$ cat config.mk
export PLATFORM = sky130hd
export DESIGN_NAME = instr_fetch
export DESIGN_NICKNAME = d
export VERILOG_FILES = /design/src/rtl/instr_fetch.sv
export SDC_FILE = /design/constraint.sdc
export NUM_CORES = 1
export LEC_CHECK = 0
export ABC_AREA = 1
export CAP_MARGIN = 20
export CORE_AREA = 2 2 78 80
export CTS_CLUSTER_DIAMETER = 200
export DETAILED_ROUTE_END_ITERATION = 12
export DIE_AREA = 0 0 80 82
export PLACE_DENSITY = 0.93
export SYNTH_ARGS = -nofsm -noshare
export SYNTH_HDL_FRONTEND = slang
export SYNTH_SLANG_ARGS = --single-unit
$ cat constraint.sdc
create_clock -name clk -period 3.45 [get_ports clk]
set_input_delay 0.5175 -clock clk [delete_from_list [all_inputs] [get_ports clk]]
set_output_delay 0.5175 -clock clk [all_outputs]
set_load 0.01 [all_outputs]
$ cat src/rtl/instr_fetch.sv
// Fetch stage: PC, sequential imem reads, 2-entry {instr, pc} queue to decode.
// Start-to-valid is 3 cycles, then 1/cycle; a full queue with instr_ready low stops requests.
module instr_fetch #(
    parameter int PC_W     = 10,
    parameter int INSTR_W  = 9,
    parameter int RESET_PC = 0
) (
    input  logic               clk,
    input  logic               rst_n,
    input  logic               start,
    input  logic               halt,
    input  logic               branch_taken,
    input  logic [PC_W-1:0]    branch_target,
    output logic               imem_req,
    output logic [PC_W-1:0]    imem_addr,
    input  logic [INSTR_W-1:0] imem_rdata,
    output logic               instr_valid,
    input  logic               instr_ready,
    output logic [INSTR_W-1:0] instr_out,
    output logic [2:0]         opcode,
    output logic [PC_W-1:0]    pc_out,
    output logic               done
);

    localparam logic [PC_W-1:0] ResetPc = PC_W'(RESET_PC);

    typedef enum logic [1:0] {IDLE, FETCH, HALTED} state_t;

    typedef struct packed {
        logic [INSTR_W-1:0] instr;
        logic [PC_W-1:0]    pc;
    } entry_t;

    state_t          state;
    state_t          stateNext;
    logic            fetching;
    logic            launch;
    logic [PC_W-1:0] pc;
    logic [PC_W-1:0] reqAddr;
    logic            inflight;
    logic [1:0]      count;
    logic [1:0]      countNext;
    logic [2:0]      level;
    entry_t          headEntry;
    entry_t          tailEntry;
    entry_t          respEntry;
    logic            redirect;
    logic            flush;
    logic            pop;
    logic            push;

    always_ff @(posedge clk or negedge rst_n) begin
        if (!rst_n) begin
            state <= IDLE;
        end else begin
            state <= stateNext;
        end
    end

    always_comb begin
        stateNext = state;
        case (state)
            IDLE:    if (start) stateNext = FETCH;
            FETCH:   if (halt)  stateNext = HALTED;
            HALTED:  if (start) stateNext = FETCH;
            default: stateNext = IDLE;
        endcase
    end

    always_comb begin
        fetching = 1'b0;
        launch   = 1'b0;
        done     = 1'b0;
        case (state)
            IDLE:    launch = start;
            FETCH:   fetching = 1'b1;
            HALTED:  begin
                done   = 1'b1;
                launch = start;
            end
            default: ;
        endcase
    end

    // halt outranks a same-cycle branch; both empty the queue and kill the response
    assign redirect    = fetching & branch_taken & ~halt;
    assign flush       = fetching & (halt | branch_taken);
    assign instr_valid = (count != 2'd0);
    assign pop         = instr_valid & instr_ready;
    assign push        = inflight & ~flush;
    assign level       = {1'b0, count} + 3'(inflight) - 3'(pop);
    assign imem_req    = fetching & ~halt & (redirect | (level < 3'd2));
    assign imem_addr   = redirect ? branch_target : pc;
    assign countNext   = count + 2'(push) - 2'(pop);
    assign respEntry   = '{instr: imem_rdata, pc: reqAddr};

    assign instr_out = headEntry.instr;
    assign pc_out    = headEntry.pc;
    assign opcode    = headEntry.instr[INSTR_W-1 -: 3];

    always_ff @(posedge clk or negedge rst_n) begin
        if (!rst_n) begin
            pc        <= ResetPc;
            reqAddr   <= ResetPc;
            inflight  <= 1'b0;
            count     <= 2'd0;
            headEntry <= '0;
            tailEntry <= '0;
        end else begin
            if (launch) begin
                pc <= ResetPc;
            end else if (imem_req) begin
                pc <= imem_addr + PC_W'(1);
            end
            if (imem_req) begin
                reqAddr <= imem_addr;
            end
            inflight <= imem_req;
            if (flush) begin
                count <= 2'd0;
            end else begin
                count <= countNext;
                if (pop) begin
                    headEntry <= tailEntry;
                end
                // an entry popped this cycle frees the head slot for the incoming response
                if (push) begin
                    if ((count == 2'd0) || (count == 2'd1 && pop)) begin
                        headEntry <= respEntry;
                    end else begin
                        tailEntry <= respEntry;
                    end
                end
            end
        end
    end

endmodule

==> results.md <==
* Status: finished clean
* Total track usage at 22.4%
* Synth Instances at 349
* Setup violators final at 0
* Share of cells above drive strength 1 at 11.9%
* Worst Path Max Fanout at 2
* Number of synthesized flops with an enable pin at 0
* Register share of total power at 42.3%
* # resized after CTS at 0
* Top-area cell type share of the netlist area at 51.0%
* Total gr overflow at 0
* I/O Buffers at 59
* Ys async rst share at 100%
* Yosys warns at 0
* Leading post-synthesis cells by cell area: dfrtp_1, nand2_1, inv_1
* CTS tree: done
* Routed vias at 2565
* Global-route wire length before repair at 11.3 mm
* Crit share post-route at 85.9%
* Setup TNS at 0 ns
* Hold buffers post-CTS at 0
* Initial antenna violation count at 0
* Arrival @ worst endpoint at 2.45 ns
* Die H at 82 um
* Clock network latency to the later pin of the worst-skew pair at 0.33 ns
* Slowest CP cell: clkdlybuf4s50_1
* Maximum vdd drop at 0.000386 V
* CTS Buf Count at 9
* Fmax at 0.338 GHz
* Mapped cell area at 3090 um2
* Nets at 438
* Placeable Area at 5750 um2
* RSZ-0062 raised after global routing: false
* Kind of critical path: in -> out
* FP Rows at 28
* Most common flop cell mapped by yosys: dfrtp_1
* Max_cap viols at 0
* P&R area growth vs syn at 24.7%
* Pwr Density at 699 nW/um2
* Net Count, Synth at 377
* Most frequent cell after synthesis: nand2_1
* Min-delay worst type: in -> async
* Antenna Cells at 0
* Min Tclk post-route at 2.96 ns
* Reg clk slew, reported paths at 0.06 ns
* Clk_skew at 0.00582 ns
* Post-synth top area cell: dfrtp_1
* Pre-antenna DRT Iters at 4
* Initial Util at 53.8%
* Post-Route WL at 6.59 mm
* Largest net degree at the start of global routing at 38
* Startpoint Class: primary input
* Clk pwr share at 19.2%
* Setup crit end kind: output pin
* DRC viols at 0
* Sink Count at 63
* Die X at 80 um
* GPL Wtd Cong at 0.857
* Clock root cell: clkbuf_8
* Slowest cell delay on critical path at 0.50 ns
* H-tree depth at 3
* Comb pwr share at 38.4%
* Ports at 60
* Final hold viol count at 0
* Vias in the first global route at 2551
* DRT antenna net count at 0
* Detailed Route Iter0 Violations at 239
* Fin. max-slew vios at 0
* Synthesis-stage register bit count at 63
* Slew headroom at 45.7%
* NetSw at 946 uW
* Internal power at 1.75 mW
* Commonest cells in the netlist: nand2_1, dfrtp_1, inv_1
* Post-CTS Setup Bufs at 0
* Slew @ Worst Pin at 0.814 ns
* Wire per inst at 13.5 um
* Vias/cell at 5.27
* WP data required at 2.93 ns
* P_leak at 1.78 nW
* Power Total at 2.70 mW
* Die area at 6560 um2
* Final HPWL DP at 4.73 mm
* Distinct cells, synth at 33
* Clock buffer depth at 2
* Sequential share of the synthesized area at 51.0%
* Syn Area/Cell at 8.86 um2
* Crit-path cells: clkdlybuf4s50_1, nand2_2, inv_1, nand2_1, o21ai_0, nand2_1, fa_1, o21ai_0, a21oi_1, o21ai_1, inv_1, dlymetal6s2s_1
* Switching Fraction at 35.1%
[path summary, 6_finish.rpt]
kind	startpoint	to	slack, ns	cells past startpoint
max	instr_ready	imem_req	0.49	12
min	rst_n	pc_out[3]$_DFFE_PN0N_	0.11	1
max reg2reg	count[1]$_DFF_PN0_	pc[1]$_DFFE_PN0P_	0.85	15
min reg2reg	tailEntry[2]$_DFFE_PN0P_	tailEntry[2]$_DFFE_PN0P_	0.49	2
max in group asynchronous	rst_n	count[1]$_DFF_PN0_	2.68	2
min in group clk	tailEntry[2]$_DFFE_PN0P_	tailEntry[2]$_DFFE_PN0P_	0.49	2
[power groups by stage]
stage | combinational, mW | sequential, mW | clock (mW)
global route | 1.16 | 1.17 | 0.571
detailed placement | 1.04 | 1.15 | 0
finish | 1.04 | 1.14 | 0.519
CTS | 1.05 | 1.14 | 0.529
floorplan | 0.589 | 1.17 | 0
global placement | 0.995 | 1.14 | 0
[state kept, by name, summed over array words and instances, names as in the netlist]
name / flops
reqAddr: 10
tailEntry: 19
instr_out: 9
count: 2
inflight: 1
state: 2
pc_out: 10
pc: 10
[final cells by class]
cell class / count / area (um2)
Clock buffer: 11 / 141
Clock inverter: 2 / 10.0
Fill cell: 467 / 1890
Inverter: 57 / 214
Multi-Input combinational cell: 212 / 1170
Sequential cell: 63 / 1580
Tap cell: 75 / 93.8
Timing Repair Buffer: 67 / 648
[cells in the final DEF, fill, tap and decap left out, drive strengths merged]
| cell | count |
|---|---|
| nand4 | 3 |
| nand3 | 28 |
| a21oi | 8 |
| a31oi | 1 |
| ha | 2 |
| o21ai | 43 |
| o21bai | 2 |
| inv | 56 |
| clkdlybuf4s50 | 57 |
| clkinv | 3 |
| xnor2 | 1 |
| dlymetal6s2s | 1 |
| dfrtp | 63 |
| clkbuf | 11 |
| or2 | 1 |
| buf | 9 |
| nor2 | 16 |
| fa | 1 |
| nand2 | 85 |
| o22ai | 1 |
| mux2 | 1 |
| a22o | 1 |
| o221ai | 18 |
[metal layers]
metal / share of wire (%) / up-vias / GRT usage (%) / routed length, um
met5: 0 / - / 0 / 0
met4: 0.85 / 0 / 8.31 / 56
met3: 5.3 / 7 / 5.49 / 350
met2: 49 / 86 / 37.2 / 3250
met1: 45 / 1207 / 28.6 / 2940
li1: - / 1265 / - / -
[through the flow]
step	setup slack [ns]	cell area, um2	util, %	instances	hold slack, ns
2_1_floorplan	0.982	3090	-	349	0.222
3_3_place_gp	0.164	3700	64.4	474	0.458
3_5_place_dp	0.145	3700	64.4	474	0.462
4_1_cts	0.128	3850	67.1	487	0.105
5_1_grt	0.307	3860	67.1	487	0.120
6_report	0.487	3860	67.1	487	0.110
[worst max-delay path: cells and delay by family]
family	cells	cell delay [ns]
AO/OA/AOI/OAI	4	0.52
adder cells (fa/ha/maj)	1	0.38
buffers and inverters	4	0.83
AND/OR/NAND/NOR	3	0.20
[cells by family (layout without fill, tap and decap cells)]
family                     after synthesis  in the layout  synth area share (%)
and+or+nand+nor                        133            133                  20.5
AOI/OAI and AO/OA                       74             74                  15.3
buffers and inverters                   74            137                  11.2
DFF                                     63             63                  51.0
adders and majority gates                3              3                  1.46
xor gates and xnor gates                 1              1                 0.283
muxes                                    1              1                 0.364
No activity file was read; power rests on OpenSTA's default activity.
==> patch: new RTL, config.mk and constraints unchanged <==
Re-encode `state_t` (3 states) as one-hot, 3 bits wide.
--- a/src/rtl/instr_fetch.sv
+++ b/src/rtl/instr_fetch.sv
@@ -24,7 +24,7 @@
 
     localparam logic [PC_W-1:0] ResetPc = PC_W'(RESET_PC);
 
-    typedef enum logic [1:0] {IDLE, FETCH, HALTED} state_t;
+    typedef enum logic [2:0] {IDLE = 3'b001, FETCH = 3'b010, HALTED = 3'b100} state_t;
 
     typedef struct packed {
         logic [INSTR_W-1:0] instr;
Formal check against the unedited RTL: same outputs for any inputs over 10 cycles, from zero or initial values and one cycle with rst_n low; not proved beyond that.
==> patch against the original RTL <==
Register-to-register slack worse by 0.13 ns. Area after synthesis is 2.9% higher. Sequential cell count increased by 1. First-iteration DRC count is 3.8% higher. Hold slack improved by 0.052 ns. Critical path type unchanged. Wire length increased by 0.73%. Total power is 10% higher. Critical path depth is 1 lower. Count of clock-buffer cells in the layout down 2. Largest cell class unchanged. Worst setup slack worse by 0.028 ns. Final area is 3.0% higher.
==> patch: results (changes against the original RTL) <==
- The clock transition at the registers of the reported paths is 0.08 ns (+0.02 ns).
- Ranked by total cell area, the synthesized netlist is headed by sky130_fd_sc_hd__dfrtp_1, sky130_fd_sc_hd__nand2_1, sky130_fd_sc_hd__nand3_1.
- The post-route met1 wirelength is 2910 um (-0.75%).
- The net count reported at finish is 445 (+1.6%).
- The first-pass GRT wire length is 11300 um (about the same).
- The multiplexer fraction of the synthesized cell area is 0.472% (+0.11 points).
- The number of global-route vias before repair is 2535 (-0.63%).
- The flow ran to the end, and the final reports show no timing, DRC or antenna violations.
- The largest driver fanout on the critical path is 5 (+3).
- The data arrival time of the critical path is 2.47 ns (+0.02 ns).
- The maximum resistive drop on vdd is 336 uV (-13%).
- The number of cells traversed by the worst register-to-register path came to 13 (-2).
- The global routing met2 resource utilization is 36.7% (-0.50 points).
- The compound-cell area share of the yosys netlist is 14.3% (-0.94 points).
- The final weighted congestion in routability-driven placement is 0.832 (-2.9%).
- The met1 track demand over resource is 28.3% (-0.22 points).
- The sum of net half-perimeters after detailed placement came to 4540 um (-4.1%).
- The xor-xnor portion of the synthesized cell area was 1.10% (+0.82 points).
- The via total after detailed routing is 2631 (+2.6%).
- The routed wire length is 6640 um (+0.73%).
- The distinct cell type count of the synthesized netlist is 36 (+9.1%).
- The net count after synthesis is 389 (+3.2%).
- The wire length per cell after detailed routing is 13.4 um (-1.3%).
- The met2 layer wire length in the routed design is 3230 um (-0.59%).
- The post-route fraction of the period consumed by the critical path came to 86.7% (+0.80 points).
- Ranked by instance count, the synthesized netlist is headed by sky130_fd_sc_hd__nand2_1, sky130_fd_sc_hd__dfrtp_1, sky130_fd_sc_hd__nand3_1.
- The number of cells in the design after placement is 481 (+1.5%).
- The proportion of layout cells with a drive suffix above 1 is 11.4% (-0.52 points).
- In this run the critical register-to-register path is captured at pc[3]$_DFFE_PN0P_.
- The first-iteration detailed-routing DRC count is 248 (+3.8%).
-- patch: through the flow --
step                area (um2)  power [W]  utilization, %
finish                    3970    0.00297            69.1
global route              3970    0.00317            69.1
CTS                       3970    0.00299            69.1
detailed placement        3740    0.00226            65.1
global placement          3740    0.00219            65.1
floorplan                 3180    0.00184               -
-- patch: final cells by class --
type / instances / area [um2]
Fill cell: 436 / 1770
Timing Repair Buffer: 65 / 633
Clock buffer: 9 / 124
Multi-Input combinational cell: 233 / 1250
Sequential cell: 64 / 1600
Tap cell: 75 / 93.8
Inverter: 44 / 165
Clock inverter: 7 / 104
-- patch: power by group through the flow --
stage               Combinational, W  Sequential [W]  Clock (W)
CTS                          0.00107         0.00118   0.000737
floorplan                   0.000637         0.00121          0
finish                       0.00106         0.00118   0.000727
global route                 0.00119         0.00121   0.000767
global placement             0.00101         0.00118          0
detailed placement           0.00106         0.00119          0
